==> src/rtl/clk_trig_pkg.sv <==
// clk_trig_pkg -- shared definitions for the clock/trigger encoder.
//   MODE_DUTY / MODE_MISS : encoding selected by the mode input
//   ptype_e               : kind of output period being generated (IDLE/TRIG)
//   clog2()               : phase counter width for a given DIV
//   clk_pattern()         : encoded clock level for a phase within a period
package clk_trig_pkg;

  localparam logic MODE_DUTY = 1'b0;  // 75% idle / 25% trigger high time
  localparam logic MODE_MISS = 1'b1;  // 50% idle / trigger period held low

  typedef enum logic {
    IDLE = 1'b0,
    TRIG = 1'b1
  } ptype_e;

  function automatic int clog2(input int unsigned v);
    int r;
    r = 0;
    while ((32'd1 << r) < v) r++;
    return r;
  endfunction

  // Rising edges only ever fall on a single phase per period and the level
  // is 0 at phase 0, so a registered copy of this is glitch/runt free.
  function automatic logic clk_pattern(input int unsigned ph, input ptype_e pt,
                                       input logic md, input int unsigned div);
    logic hi;
    if (md == MODE_DUTY)
      hi = (pt == TRIG) ? (ph >= (3 * div) / 4) : (ph >= div / 4);
    else
      hi = (pt == TRIG) ? 1'b0 : (ph >= div / 2);
    return hi;
  endfunction

endpackage

==> src/rtl/clk_trig_encoder_if.sv <==
// clk_trig_encoder_if -- control/status bundle of the clock/trigger encoder.
//   master : drives trigger, mode, ch_en, holdoff, clr; observes outputs
//   slave  : the encoder side (clk_out, trig_s, trig_lost, trig_count out)
interface clk_trig_encoder_if #(
  parameter int N_CH  = 4,
  parameter int W_CNT = 16
);
  logic             trigger;     // async trigger request, rising edge = event
  logic             mode;        // 0 duty-cycle, 1 missing-clock
  logic [N_CH-1:0]  ch_en;       // per-channel output enable
  logic [7:0]       holdoff;     // forced idle periods after a trigger period
  logic             clr;         // synchronous clear of the statistics
  logic [N_CH-1:0]  clk_out;     // encoded clocks
  logic             trig_s;      // high during trigger periods
  logic             trig_lost;   // sticky: an event was discarded
  logic [W_CNT-1:0] trig_count;  // trigger periods encoded (wrapping)

  modport master (
    output trigger, mode, ch_en, holdoff, clr,
    input  clk_out, trig_s, trig_lost, trig_count
  );

  modport slave (
    input  trigger, mode, ch_en, holdoff, clr,
    output clk_out, trig_s, trig_lost, trig_count
  );
endinterface

==> src/rtl/clk_trig_encoder_sync.sv <==
// trig_edge_sync -- brings the asynchronous trigger into the clk_i domain
// and turns its rising edge into a one-cycle pulse.
//   clk_i   : sampling clock
//   rst_ni  : async active-low reset
//   trig_i  : asynchronous trigger level
//   pulse_o : one cycle wide; acted on at the 3rd clk_i edge after trig_i rises
module trig_edge_sync (
  input  logic clk_i,
  input  logic rst_ni,
  input  logic trig_i,
  output logic pulse_o
);

  logic meta_q, sync_q, prev_q;

  always_ff @(posedge clk_i or negedge rst_ni) begin
    if (!rst_ni) begin
      meta_q <= 1'b0;
      sync_q <= 1'b0;
      prev_q <= 1'b0;
    end else begin
      meta_q <= trig_i;
      sync_q <= meta_q;
      prev_q <= sync_q;
    end
  end

  assign pulse_o = sync_q & ~prev_q;

endmodule

==> src/rtl/clk_trig_encoder.sv <==
// clk_trig_encoder -- encodes trigger events into N_CH copies of a divided
// clock. Each output period (DIV fastclk cycles) is either an idle period or
// a trigger period; the two are told apart by duty cycle (mode 0) or by a
// missing high pulse (mode 1).
//   fastclk : sole clock
//   reset   : async active-low reset
//   bus     : clk_trig_encoder_if.slave (trigger/mode/ch_en/holdoff/clr in,
//             clk_out/trig_s/trig_lost/trig_count out)
// Build option: CLK_TRIG_ENCODER_COUNT_EN enables trig_count/trig_lost;
// without it both are tied to 0 and clr is ignored.
module clk_trig_encoder
  import clk_trig_pkg::*;
#(
  parameter int DIV   = 4,
  parameter int N_CH  = 4,
  parameter int W_CNT = 16
) (
  input  logic              fastclk,
  input  logic              reset,
  clk_trig_encoder_if.slave bus
);

  localparam int PW = clog2(DIV);

  logic [PW-1:0]   phase_q, phase_d;
  logic            boundary;
  logic            pulse;
  logic            pending_q, pending_d;
  logic [7:0]      hold_q, hold_d;
  logic            start_trig;
  ptype_e          ptype_q, ptype_d;
  logic            mode_q, mode_d;
  logic [N_CH-1:0] chen_q, chen_d;
  logic [N_CH-1:0] clk_out_q, clk_out_d;
  logic            pat;

  trig_edge_sync u_sync (
    .clk_i  (fastclk),
    .rst_ni (reset),
    .trig_i (bus.trigger),
    .pulse_o(pulse)
  );

  // ---------------------------------------------------------------- phase
  assign boundary = (phase_q == PW'(DIV - 1));
  assign phase_d  = boundary ? '0 : phase_q + PW'(1);

  // ------------------------------------------------- pending / holdoff
  // A pulse arriving on the boundary itself is eligible for that boundary.
  assign start_trig = boundary & (pending_q | pulse) & (hold_q == 8'd0);

  always_comb begin
    pending_d = pending_q | pulse;
    hold_d    = hold_q;
    if (start_trig) begin
      // If a stored event was consumed, a same-cycle pulse becomes the new
      // pending one; if the pulse itself was consumed nothing is left.
      pending_d = pending_q & pulse;
      hold_d    = bus.holdoff;
    end else if (boundary && hold_q != 8'd0) begin
      hold_d    = hold_q - 8'd1;
    end
  end

  // Mode and enables are only sampled at a boundary so a period is always
  // generated with one consistent configuration.
  assign mode_d = boundary ? bus.mode  : mode_q;
  assign chen_d = boundary ? bus.ch_en : chen_q;

  always_ff @(posedge fastclk or negedge reset) begin
    if (!reset) begin
      phase_q   <= '0;
      pending_q <= 1'b0;
      hold_q    <= 8'd0;
      mode_q    <= MODE_DUTY;
      chen_q    <= '0;
    end else begin
      phase_q   <= phase_d;
      pending_q <= pending_d;
      hold_q    <= hold_d;
      mode_q    <= mode_d;
      chen_q    <= chen_d;
    end
  end

  // ------------------------------------------------- period type FSM
  always_ff @(posedge fastclk or negedge reset) begin
    if (!reset) ptype_q <= IDLE;
    else        ptype_q <= ptype_d;
  end

  always_comb begin
    ptype_d = ptype_q;
    if (boundary) ptype_d = start_trig ? TRIG : IDLE;
  end

  // Outputs are computed from the state being entered so clk_out moves on
  // the same edge as the phase counter.
  always_comb begin
    pat = clk_pattern(32'(phase_d), ptype_d, mode_d, DIV);
  end

  for (genvar g = 0; g < N_CH; g++) begin : g_ch
    assign clk_out_d[g] = chen_d[g] & pat;
  end

  always_ff @(posedge fastclk or negedge reset) begin
    if (!reset) clk_out_q <= '0;
    else        clk_out_q <= clk_out_d;
  end

  assign bus.clk_out = clk_out_q;
  assign bus.trig_s  = (ptype_q == TRIG);

  // ------------------------------------------------- statistics
`ifdef CLK_TRIG_ENCODER_COUNT_EN
  logic [W_CNT-1:0] cnt_q;
  logic             lost_q;
  logic             lost_ev;

  // Second event while one is still waiting and not taken this cycle.
  assign lost_ev = pulse & pending_q & ~start_trig;

  always_ff @(posedge fastclk or negedge reset) begin
    if (!reset) begin
      cnt_q  <= '0;
      lost_q <= 1'b0;
    end else if (bus.clr) begin
      cnt_q  <= '0;
      lost_q <= 1'b0;
    end else begin
      if (start_trig) cnt_q  <= cnt_q + W_CNT'(1);
      if (lost_ev)    lost_q <= 1'b1;
    end
  end

  assign bus.trig_count = cnt_q;
  assign bus.trig_lost  = lost_q;
`else
  logic unused_clr;
  assign unused_clr     = bus.clr;
  assign bus.trig_count = '0;
  assign bus.trig_lost  = 1'b0;
`endif

endmodule

==> src/flat_wrapper.sv <==
// flat-port wrapper written by rule: the top's interface ports become plain ports
module clk_trig_encoder_flat import clk_trig_pkg::*;
#(
  parameter int DIV   = 4,
  parameter int N_CH  = 4,
  parameter int W_CNT = 16
)
  (fastclk, reset, bus_trigger, bus_mode, bus_ch_en, bus_holdoff, bus_clr, bus_clk_out, bus_trig_s, bus_trig_lost, bus_trig_count);
  clk_trig_encoder_if #(.N_CH(N_CH), .W_CNT(W_CNT)) bus_i ();
  input  logic fastclk;
  input  logic reset;
  input wire logic [$bits(bus_i.trigger)-1:0] bus_trigger;
  input wire logic [$bits(bus_i.mode)-1:0] bus_mode;
  input wire logic [$bits(bus_i.ch_en)-1:0] bus_ch_en;
  input wire logic [$bits(bus_i.holdoff)-1:0] bus_holdoff;
  input wire logic [$bits(bus_i.clr)-1:0] bus_clr;
  output wire logic [$bits(bus_i.clk_out)-1:0] bus_clk_out;
  output wire logic [$bits(bus_i.trig_s)-1:0] bus_trig_s;
  output wire logic [$bits(bus_i.trig_lost)-1:0] bus_trig_lost;
  output wire logic [$bits(bus_i.trig_count)-1:0] bus_trig_count;
  assign bus_i.trigger = bus_trigger;
  assign bus_i.mode = bus_mode;
  assign bus_i.ch_en = bus_ch_en;
  assign bus_i.holdoff = bus_holdoff;
  assign bus_i.clr = bus_clr;
  assign bus_clk_out = bus_i.clk_out;
  assign bus_trig_s = bus_i.trig_s;
  assign bus_trig_lost = bus_i.trig_lost;
  assign bus_trig_count = bus_i.trig_count;
  clk_trig_encoder #(.DIV(DIV), .N_CH(N_CH), .W_CNT(W_CNT)) u_core (.fastclk(fastclk), .reset(reset), .bus(bus_i));
endmodule
==> config.mk <==
export PLATFORM = sky130hd
export DESIGN_NAME = clk_trig_encoder_flat
export DESIGN_NICKNAME = d
export VERILOG_FILES = /design/src/rtl/clk_trig_pkg.sv /design/src/rtl/clk_trig_encoder_if.sv /design/src/rtl/clk_trig_encoder_sync.sv /design/src/rtl/clk_trig_encoder.sv /design/src/flat_wrapper.sv
export SDC_FILE = /design/constraint.sdc
export NUM_CORES = 1
export LEC_CHECK = 0
export ABC_AREA = 1
export ABC_CLOCK_PERIOD_IN_PS = 1300
export CAP_MARGIN = 20
export CORE_MARGIN = 1
export CORE_UTILIZATION = 32
export CTS_CLUSTER_SIZE = 14
export DETAILED_ROUTE_END_ITERATION = 7
export PLACE_DENSITY = 0.6
export SLEW_MARGIN = 5
export SYNTH_ARGS = -nofsm -noshare
export SYNTH_HDL_FRONTEND = slang
export SYNTH_SLANG_ARGS = --single-unit
export TNS_END_PERCENT = 100
==> constraint.sdc <==
create_clock -name fastclk -period 1.3 [get_ports fastclk]
set_input_delay 0.26 -clock fastclk [delete_from_list [all_inputs] [get_ports fastclk]]
set_output_delay 0.26 -clock fastclk [all_outputs]
set_load 0.05 [all_outputs]
==> results.toml <==
[sta]
grt_setup_unrepaired = "yes"
slew_viol_final = 0
fin_ws_ns = -0.02723
hold_violations = 0
max_freq_ghz = 0.7535
finClkSkew_ns = 0.003431
min_period_ns = 1.327
fin_setup_tns_ns = -0.08059
fin_crit_sh_pct = 102.1
setup_viol = 7

[grt]
grt_pass1_vias = 1108
grt_max_degree = 25
grt-busiest-layer = "met2"
grt_usage_pct = 14.26
gr-total-overflow = 0
antenna_found_initial = 0
grt_pass1_wl_um = 4919
grtUsageMet2_pct = 23.76
grt_util_met3_pct = 2.196
grt_util_met1_pct = 18.38

[power_and_ir_drop]
comb_power_share_pct = 15.0
p_int_mw = 1.258
switching_share_pct = 24.95
p_switching_mw = 0.4182
power.share.clock_pct = 38.8
p_per_area_mw_per_mm2 = 810.4
leakage_nw = 1.060
seqPwrFrac_pct = 46.2
peakVddDrop_v = 0.0004023

[setup_path]
cpMaxStageDelayCell = "dfrtp_1"
cp_num_buf_inv = 2
crit_arrival_ns = 1.49
worstPathRequired_ns = 1.46
max_stage_delay_ns = 0.40
worstSetupEndpointType = "flop"
crit_chain = "inv_2 -> ha_4 -> nand2_4 -> o21ai_4 -> buf_6 -> o21ai_2 -> nand2_1 -> nand2_1"
r2r_slack_ns = -0.03
crit_top_cell = "nand2_1"
worstSetupPathType = "reg -> reg"
crit_family = "flip-flops"
worstSetupStartpointType = "flop"
cp_max_fo = 5

[drt]
drt_iter0_drc = 29
via_per_inst = 4.338
ant_nets = 0
remaining_drc_errors = 0
wirelength_um = 3009
wire_per_inst_um = 11.19
num_vias = 1167
dr.pass1.iters = 4

[place]
hpwlAfterDp_um = 2166
portBuffers = 20
dpl.cell_count = 263
routabilityCongestion = 0.8207
dpl_cell_area_sq_mm = 0.001837

[yosys]
synth_cells = 168
netlist_top_cells_area = "dfrtp_1 (43%), buf_4 (10%), nand2_1 (10%), nand3_1 (6.9%), inv_1 (5.7%)"
synthesis.area_sq_mm = 0.001385
synth_area_leader_cell = "dfrtp_1"
synth_area_per_cell_sq_um = 8.245
ys_ff_latch = 24
ys_seq_area_share_pct = 43.36
yosysWarnings = 0
synthDistinctLibCells = 26
yosys.area.top_type_share_pct = 43.36

[finish]
nets = 240
finalCoreUtilization_pct = 50.61
diodes = 0
final_cell_mix = "nand2_1 (31), dfrtp_1 (24), buf_4 (23)"
stdcell_count = 269
drive_gt1_share_pct = 31.96
final_cell_area_sq_mm = 0.002068
layout_commonest_cell = "nand2_1"
area_growth_pct = 49.32

[clocking]
clock_path_buffers = 2
clock_latency_ns = 0.26
clk_pin_slew_ns = 0.09
cts_tree = "yes"
root_buffer = "clkbuf_8"
cts-buffers-inserted = 3
cts.htree.levels = 1
hold_buffers = 0
clock-sinks = 24

[status]
violations = "negative setup slack"
status = "finished, violations left"

[floorplanning]
initial_utilization_pct = 33.89
fp.dieH_um = 67.79
die-area_sq_mm = 0.004595
io_pins = 39
die_w_um = 67.79
rows = 23
core_area_sq_mm = 0.004086

[min_path]
min_path_type = "in -> async"

[job]
drv_cap = 0
[repair_timing]
| action | CTS | global route |
|---|---|---|
| resized for setup | 22 | 17 |
| pin swaps | 8 | 9 |
| buffers inserted | 2 | 0 |
| endpoints found under the setup margin | 17 | 17 |
[sequential cells by signal, indices dropped and copies added (netlist names)]
name                  count
u_core.hold_q             8
u_core.bus.clk_out        4
u_core.chen_q             4
u_core.phase_q            2
u_core.bus.trig_s         1
u_core.mode_q             1
u_core.pending_q          1
u_core.u_sync.meta_q      1
u_core.u_sync.prev_q      1
u_core.u_sync.sync_q      1
[metal layers]
metal | share of wire (%) | wire length (um) | vias to the layer above
met1 | 44 | 1339 | 536
met3 | 3.2 | 96 | 6
met4 | 2.1 | 63 | 0
met2 | 50 | 1509 | 32
met5 | 0 | 0 | -
li1 | - | - | 593
[path summary, 6_finish.rpt]
| check | cells after the start | start | end |
|---|---|---|---|
| worst max register to register | 8 | u_core.hold_q[1]$_DFFE_PN0P_ | u_core.hold_q[7]$_DFFE_PN0P_ |
| max in group asynchronous | 2 | reset | u_core.hold_q[5]$_DFFE_PN0P_ |
| worst min register to register | 0 | u_core.u_sync.meta_q$_DFF_PN0_ | u_core.u_sync.sync_q$_DFF_PN0_ |
| worst min-delay path | 2 | reset | u_core.chen_q[1]$_DFF_PN0_ |
| min in group fastclk | 0 | u_core.u_sync.meta_q$_DFF_PN0_ | u_core.u_sync.sync_q$_DFF_PN0_ |
| worst max-delay path | 8 | u_core.hold_q[1]$_DFFE_PN0P_ | u_core.hold_q[7]$_DFFE_PN0P_ |
[cell usage after synthesis]
library cell	number
nor2_4	1
ha_1	3
mux2i_1	1
nand4_1	1
nor2_2	1
conb_1	1
buf_6	1
o21ai_0	7
nor2_1	8
nand2_1	38
or2_2	4
inv_2	1
buf_4	19
xnor2_1	1
a21oi_1	4
nand2_4	1
nand3b_1	4
a21oi_4	1
o21ai_2	1
nand2_2	2
nand3_1	19
inv_1	21
dfrtp_1	24
o21a_1	1
nor2_8	1
o21ai_1	2
[stage by stage]
stage | hold WS, ns | power, mW | worst slack (ns)
after detailed placement | 0.3419 | 1.040 | -0.1070
after CTS | 0.3359 | 1.698 | -0.02088
final | 0.3319 | 1.676 | -0.02723
after global placement | 0.3362 | 1.038 | -0.06339
after global routing | 0.3497 | 1.748 | -0.1046
after floorplan | -0.03559 | 0.9756 | -0.01508
[area by class of cell]
class | instances | area, sq um
fillers | 369 | 2018
multi-input cells | 118 | 724.4
flip-flops and latches | 24 | 600.6
repair buffers | 51 | 521.8
inverters | 22 | 87.58
well taps | 50 | 62.56
clock buffers | 3 | 41.29
clock inverters | 1 | 30.03
[cell families (layout without fill, tap and decap cells)]
group	count (synthesis)	in the layout	share of synthesized area [%]
buffers and inverters	42	77	17.07
AO/OA/AOI/OAI	16	16	7.047
flip-flops	24	24	43.36
XOR/XNOR	1	1	0.6325
adder cells (fa/ha/maj)	3	3	2.710
other	1	17	0.2707
AND/OR/NAND/NOR	80	80	28.18
multiplexers	1	1	0.7227
[power groups by stage]
stage / sequential (mW) / clock [mW] / combinational [mW]
CTS: 0.774 / 0.670 / 0.254
global placement: 0.788 / 0 / 0.251
detailed placement: 0.789 / 0 / 0.251
global route: 0.776 / 0.703 / 0.269
finish: 0.774 / 0.650 / 0.252
floorplan: 0.807 / 0 / 0.169
No activity file was read; power rests on OpenSTA's default activity.
